## config.mk

```make
export PLATFORM = sky130hd
export DESIGN_NAME = uart_tx_arbiter
export DESIGN_NICKNAME = d
export VERILOG_FILES = /design/src/rtl/uart_tx_arbiter.sv
export SDC_FILE = /design/constraint.sdc
export NUM_CORES = 1
export LEC_CHECK = 0
export BUFFER_PORTS_ARGS = -buffer_cell sky130_fd_sc_hd__buf_2
export CAP_MARGIN = 0
export CORE_MARGIN = 2
export CORE_UTILIZATION = 50
export CTS_CLUSTER_DIAMETER = 150
export DETAILED_ROUTE_END_ITERATION = 8
export PLACE_DENSITY = 0.74
export RECOVER_POWER = 100
export SETUP_SLACK_MARGIN = 0.02
export SYNTH_ARGS = -nofsm -noshare
export SYNTH_HDL_FRONTEND = slang
export SYNTH_SLANG_ARGS = --single-unit
```

## constraint.sdc

```tcl
create_clock -name clk -period 6.22 [get_ports clk]
set_clock_uncertainty 0.15 [all_clocks]
set_input_delay 0.622 -clock clk [delete_from_list [all_inputs] [get_ports clk]]
set_output_delay 0.622 -clock clk [all_outputs]
set_load 0.01 [all_outputs]
```

## src/rtl/uart_tx_arbiter.sv

```systemverilog
`default_nettype none
// ============================================================================
// Module   : uart_tx_arbiter
// Purpose  : Shares one UART transmitter between NUM_REQ byte-stream
//            requesters. Round-robin arbitration at packet granularity: a
//            granted requester keeps the transmitter until it sends a byte
//            flagged last (or its lock times out while it stalls).
//            The TX byte is held stable for the whole frame because the
//            transmitter samples data_in during its DATA bits.
// Ports    : clk, rst           clock, synchronous active-high reset
//            req_data_i         byte of requester i at [8*i+7:8*i]
//            req_valid_i        requester i has a byte
//            req_last_i         byte of requester i ends its packet
//            req_ready_o        byte of requester i consumed at this edge
//            tx_data_o          to transmitter data_in
//            tx_valid_o         to transmitter data_in_valid
//            tx_ready_i         from transmitter data_in_ready
//            grant_id_o         index of last accepted requester
//            locked_o           mid-packet lock held by grant_id_o
//            lock_timeout_o     one-cycle pulse on forced lock release
//            busy_o             sequencer not in IDLE
// Revision : 1.0 - initial release
// ============================================================================
module uart_tx_arbiter #(
    parameter  int NUM_REQ      = 2,
    parameter  int LOCK_TIMEOUT = 1_000_000,
    localparam int ID_WIDTH     = (NUM_REQ > 1) ? $clog2(NUM_REQ) : 1
) (
    input  logic                   clk,
    input  logic                   rst,
    input  logic [8*NUM_REQ-1:0]   req_data_i,
    input  logic [NUM_REQ-1:0]     req_valid_i,
    input  logic [NUM_REQ-1:0]     req_last_i,
    output logic [NUM_REQ-1:0]     req_ready_o,
    output logic [7:0]             tx_data_o,
    output logic                   tx_valid_o,
    input  logic                   tx_ready_i,
    output logic [ID_WIDTH-1:0]    grant_id_o,
    output logic                   locked_o,
    output logic                   lock_timeout_o,
    output logic                   busy_o
);

    localparam int TW = (LOCK_TIMEOUT > 0) ? $clog2(LOCK_TIMEOUT + 1) : 1;
    localparam logic [TW-1:0] TIMER_LAST = TW'((LOCK_TIMEOUT > 0) ? LOCK_TIMEOUT - 1 : 0);

    typedef enum logic [1:0] {
        S_IDLE      = 2'd0,
        S_ISSUE     = 2'd1,
        S_WAIT_LOW  = 2'd2,
        S_WAIT_HIGH = 2'd3
    } state_t;

    state_t               state_q;
    logic [7:0]           tx_data_q;
    logic                 tx_valid_q;
    logic [ID_WIDTH-1:0]  grant_q;
    logic [ID_WIDTH-1:0]  rr_q;
    logic                 locked_q;
    logic                 lock_to_q;
    logic [TW-1:0]        timer_q;

    logic                 sel_found;
    logic [ID_WIDTH-1:0]  sel_id;
    logic [7:0]           sel_data;
    logic                 sel_last;
    logic                 accept;

    // Candidate selection. While locked only the lock holder is eligible;
    // otherwise scan upward from the requester after the last packet owner.
    always_comb begin
        int idx;
        idx       = 0;
        sel_found = 1'b0;
        sel_id    = grant_q;
        if (locked_q) begin
            sel_found = req_valid_i[grant_q];
        end else begin
            for (int k = 1; k <= NUM_REQ; k++) begin
                idx = int'(rr_q) + k;
                if (idx >= NUM_REQ) begin
                    idx = idx - NUM_REQ;
                end
                if (!sel_found && req_valid_i[idx]) begin
                    sel_found = 1'b1;
                    sel_id    = ID_WIDTH'(idx);
                end
            end
        end
    end

    assign sel_data = req_data_i[8*int'(sel_id) +: 8];
    assign sel_last = req_last_i[sel_id];
    assign accept   = (state_q == S_IDLE) && sel_found;

    always_comb begin
        req_ready_o = '0;
        if (accept) begin
            req_ready_o[sel_id] = 1'b1;
        end
    end

    always_ff @(posedge clk) begin
        if (rst) begin
            state_q    <= S_IDLE;
            tx_data_q  <= 8'h00;
            tx_valid_q <= 1'b0;
            grant_q    <= '0;
            rr_q       <= ID_WIDTH'(NUM_REQ - 1);
            locked_q   <= 1'b0;
            lock_to_q  <= 1'b0;
            timer_q    <= '0;
        end else begin
            lock_to_q <= 1'b0;
            case (state_q)
                S_IDLE: begin
                    if (accept) begin
                        // An accept always wins over a simultaneous timeout.
                        tx_data_q  <= sel_data;
                        tx_valid_q <= 1'b1;
                        grant_q    <= sel_id;
                        timer_q    <= '0;
                        state_q    <= S_ISSUE;
                        if (sel_last) begin
                            locked_q <= 1'b0;
                            rr_q     <= sel_id;
                        end else begin
                            locked_q <= 1'b1;
                        end
                    end else if (locked_q && (LOCK_TIMEOUT != 0)) begin
                        // Locked holder is stalled here (no accept happened).
                        if (timer_q == TIMER_LAST) begin
                            locked_q  <= 1'b0;
                            rr_q      <= grant_q;
                            lock_to_q <= 1'b1;
                            timer_q   <= '0;
                        end else begin
                            timer_q <= timer_q + TW'(1);
                        end
                    end
                end
                S_ISSUE: begin
                    if (tx_ready_i) begin
                        tx_valid_q <= 1'b0;
                        state_q    <= S_WAIT_LOW;
                    end
                end
                S_WAIT_LOW: begin
                    // Skip the transmitter's post-accept ready-high cycle.
                    if (!tx_ready_i) begin
                        state_q <= S_WAIT_HIGH;
                    end
                end
                S_WAIT_HIGH: begin
                    if (tx_ready_i) begin
                        state_q <= S_IDLE;
                    end
                end
                default: state_q <= S_IDLE;
            endcase
        end
    end

    assign tx_data_o      = tx_data_q;
    assign tx_valid_o     = tx_valid_q;
    assign grant_id_o     = grant_q;
    assign locked_o       = locked_q;
    assign lock_timeout_o = lock_to_q;
    assign busy_o         = (state_q != S_IDLE);

endmodule
`default_nettype wire

```

; Word level (Yosys, flattened, before mapping)
; Index checks and enable logic that the tools add are counted.
[op_classes]
reduce_logical = 15
bitwise = 2
shifts = 1
n_addsub = 5
n_eq_ne = 9
order_cmp = 7
n_mux = 44
[ops]
columns = operator, count
row1 = $mux 32, 4
row2 = $lt 32x3->1 const B, 2
row3 = $mux 20, 3
row4 = $mux 1, 29
row5 = $add 20x1->20 const B, 1
row6 = $eq 20x20->1 const B, 1
row7 = $shiftx 16x5->8, 1
row8 = $mux 2, 5
row9 = $ne 2x2->1 const B, 5
row10 = $pmux 2 s4, 1
row11 = $reduce_and 4->1, 2
row12 = $reduce_bool 2->1, 4
row13 = $eq 2x2->1 const B, 2
row14 = $lt 1x2->1 const B, 2
row15 = $reduce_and 2->1, 2
row16 = $reduce_or 4->1, 1
row17 = $sub 3x2->4 const B, 1
row18 = $add 1x2->3 const B, 1
row19 = $ge 3x2->1 const B, 1
row20 = $logic_and 1x1->1, 3
row21 = $reduce_and 3->1, 1
row22 = $sub 2x2->3 const B, 1
row23 = $add 1x1->2 const B, 1
row24 = $eq 2x1->1 const B, 1
row25 = other kinds (7), 8
[totals]
inputBits = 23
register_bits = 35
output_inout_bits = 15
wordCells = 91

; Logic depth before layout (Yosys ltp)
[logic_depth]
ltp_word = 18
depth_mapped = 11

; Worst setup path after synthesis
; OpenSTA, ideal clock, no wires.
[synth_path]
path_type = input to register
start = input port req_valid_i[1]
end = register timer_q[12]
path_slack_ns = 4.096
path_buffers = 4
required_ns = 5.955
cell_stages = 9
t_arrival_ns = 1.860
cell_sequence = buf_2 -> mux2i_1 -> a211o_1 -> buf_4 -> o21ai_2 -> or2_1 -> buf_2 -> buf_4 -> nor2_1
[synth_via]
elab_chain_cells = 12
word_cells_on_any_way = 18
classes_between = 13 x mux / 5 x reduce/logical
[synth_rtl]
columns = item, line
row1 = start: declaration, 32  ; input logic [NUM_REQ-1:0] req_valid_i,
row2 = $mux 1 (implied by the code) (3 in series), 84  ; if (!sel_found && req_valid_i[idx]) begin
row3 = $mux 1, 84
row4 = $mux 1, 76  ; if (locked_q) begin
row5 = $logic_not 1->1, 84
row6 = $logic_and 1x1->1, 84
row7 = $mux 1, 84
row8 = $mux 1 *, 76
row9 = $logic_and 1x1->1 *, 94  ; assign accept = (state_q == S_IDLE) && sel_found;
row10 = $reduce_bool 2->1 (no line), n/a
row11 = $reduce_and 2->1 (no line), n/a
row12 = end signal: assignment, 138  ; timer_q <= timer_q + TW'(1);
row13 = end: declaration, 61  ; logic [TW-1:0] timer_q;
; Every way passes the cells marked *; elsewhere a longest branch is shown, timed or not. The select of a mux whose other input is x is not followed.
; A chain may end at the register's enable or synchronous reset.

; Worst setup path after layout
[layout_path]
start = register state_q[0]
end = output port req_ready_o[0]
[layout_via]
elab_chain_cells = 3
[layout_rtl]
columns = item, line
row1 = start: declaration, 54  ; state_t state_q;
row2 = start signal: assignment, 105  ; state_q <= S_IDLE;
row3 = start signal: assignment, 123  ; state_q <= S_ISSUE;
row4 = start signal: assignment, 145  ; state_q <= S_WAIT_LOW;
row5 = $logic_not 2->1, 94
row6 = $logic_and 1x1->1, 94
row7 = $mux 2, 98  ; if (accept) begin
row8 = end: declaration, 34  ; output logic [NUM_REQ-1:0] req_ready_o,
; No other way between the ends.

==> reports/metrics.cfg <==
[run_status]
outcome=finished, final reports clean

[logic_synthesis]
yosysMostFrequentCell=dfxtp_1
synthTopCellsByArea=dfxtp_1, nor2_1, a222oi_1
async_flop_share=0
synth_cell_types=49
synthFlopType=dfxtp_1
syn_area_um2=1800
synth_top_area_cell=dfxtp_1
synth_seq_cells=35
syn_nets=230
synth.avg_cell_area_um2=8.97
synth_cells=201
yosysSeqAreaShare=0.389
netlist.area_leader.share=0.389
ys.warnings.count=0
synth_edf_count=0
ys_top_cells_by_count=dfxtp_1, nor2_1, nand2_1

[worst_setup_path]
r2r_slack_ps=3450
worstRegToRegCells=7
worstPathArrival_ps=2320
reg2reg_to=timer_q[17]
rr_startpoint=state_q[0]
start_kind=flip-flop
required_ps=5450
cp-end-kind=output pin
critPathKind=reg2out
cp_max_fo=10

[power]
total_leakage_power_nw=0.762
powerDensity_nw_per_um2=346
p_total_w=0.000696
ir_worst_vdd_mv=0.257

[sta]
setup_viol=0
final.min_clock_period_ps=3090
tightest_slew_ps=1120
period_share=0.497
rsz0062_at_grt=false
max_freq_mhz=323
hold-worst-slack_ps=339
timing.slew.headroom=0.253
setup_tns_ps=0
hold_viol=0
slew_viol_final=0

[placed_design]
numPortBuffers=37
place_congestion=0.810
hpwlAfterDp_um=2790

[global_route]
grtUsageTotal=0.211
grt.met3_usage=0.0599
grt_pass1_vias=1526
grt-busiest-layer=met2
antenna_found_initial=0
grt_pass1_wl_um=6860
grt-ovfl-total=0
grtUsageMet1=0.281
grt_use_met2=0.329
grt_max_degree=19

[floorplan]
start_util=0.532
ios=38
die_area_um2=4100
core_area_um2=3390
row_count=21
die_y_um=64.1
dieWidth_um=64.1

[clock_tree]
cts_sinks=35
path_clk_slew_ps=100
ctsResizeCount=0
ctsHoldBuffers=0
htreeDepth=2
cts_buffers=5
clock_path_buffers=2
clock_latency_ps=340
post_cts_buffers=0
cts-root-buf=clkbuf_4
cts_tree=done

[cells_and_area]
finalNetCount=264
num_antenna_cells=0
layout-drive-gt1-share=0.161
utilization=0.593
syn2layout_area_growth_pct=11.5

[min_path]
hold_path.startpoint=tx_valid_o
hold_depth=2
min_to=tx_valid_o
min_path_type=reg2reg

[route]
avgViaCountPerCell=5.50
drtAntennaViolNets=0
firstDrtPassIters=4
dr_total_vias=1552
first_iter_violations=132
drc=0
postRouteWirelength_um=3760
post_drt_wl_per_cell_um=13.3

[run]
cap_violations=0

[per-stage QoR]
step	setup slack (ps)	cell area, um^2	std cells
finish	3130	2010	282
global route	2880	2010	282
CTS	3470	2060	282
detailed placement	3720	1980	274
floorplan	4100	1800	201
global placement	3810	1980	274
[state kept, by name, indices dropped and copies added, names as in the netlist]
name / count
timer_q: 20
tx_valid_o: 1
tx_data_o: 8
locked_o: 1
state_q: 2
rr_q: 1
grant_id_o: 1
lock_timeout_o: 1
[power by group]
| group | total, W | internal, W | switching (W) |
|---|---|---|---|
| Sequential | 0.000286 | 0.000257 | 0.0000298 |
| Clock | 0.000162 | 0.0000845 | 0.0000776 |
| Combinational | 0.000248 | 0.0000917 | 0.000156 |
[worst max-delay path by stage]
stage,from,end,slack (ps),cells after the start
2_1_floorplan,req_valid_i[1],timer_q[12],4100,9
5_1_grt,state_q[0],req_ready_o[0],2880,5
3_3_place_gp,state_q[1],timer_q[17],3810,7
3_5_place_dp,state_q[0],timer_q[17],3720,7
6_report,state_q[0],req_ready_o[0],3130,5
4_1_cts,state_q[0],req_ready_o[0],3470,5
[kinds of logic after synthesis]
family | after synthesis | share of synthesized area
and+or+nand+nor | 93 | 0.267
DFF | 35 | 0.389
AOI/OAI and AO/OA | 33 | 0.166
xor gates and xnor gates | 16 | 0.0777
buffers and inverters | 16 | 0.0479
adders and majority gates | 6 | 0.0416
muxes | 2 | 0.0111
[layout by cell type (no fill, tap or decap), types with 2 or more instances in the layout]
cell,count
xor2_1,9
inv_1,6
xnor2_1,7
nand2_1,17
dfxtp_1,35
clkbuf_4,5
ha_1,6
o21ai_0,3
nand4_1,8
a222oi_1,8
buf_2,22
nand3_1,5
a21oi_1,6
mux2i_1,2
nor3b_1,3
clkbuf_1,15
nor2_2,4
nor2_1,32
and3_1,5
nor4_1,3
nor3_1,4
a21boi_0,2
nor2b_1,2
[worst max-delay path, cell delays in order, from the launching register on]
cell,delay [ps]
dfxtp_1,360
inv_1,110
ha_1,330
nand2_1,80
a221oi_1,880
clkbuf_1,220
[routing by layer]
| metal | up-vias | share of wire | routed length, um |
|---|---|---|---|
| li1 | 793 | - | - |
| met1 | 705 | 0.48 | 1790 |
| met2 | 52 | 0.46 | 1720 |
| met3 | 2 | 0.061 | 231 |
| met4 | 0 | 0.0045 | 17 |
| met5 | - | 0 | 0 |
[final cells by class]
class	instances	area, um^2
Timing Repair Buffer	37	166
Fill cell	309	1380
Clock inverter	3	43.8
Inverter	6	22.5
Clock buffer	5	37.5
Sequential cell	35	701
Multi-Input combinational cell	150	981
Tap cell	46	57.6
No activity file was read; power rests on OpenSTA's default activity.
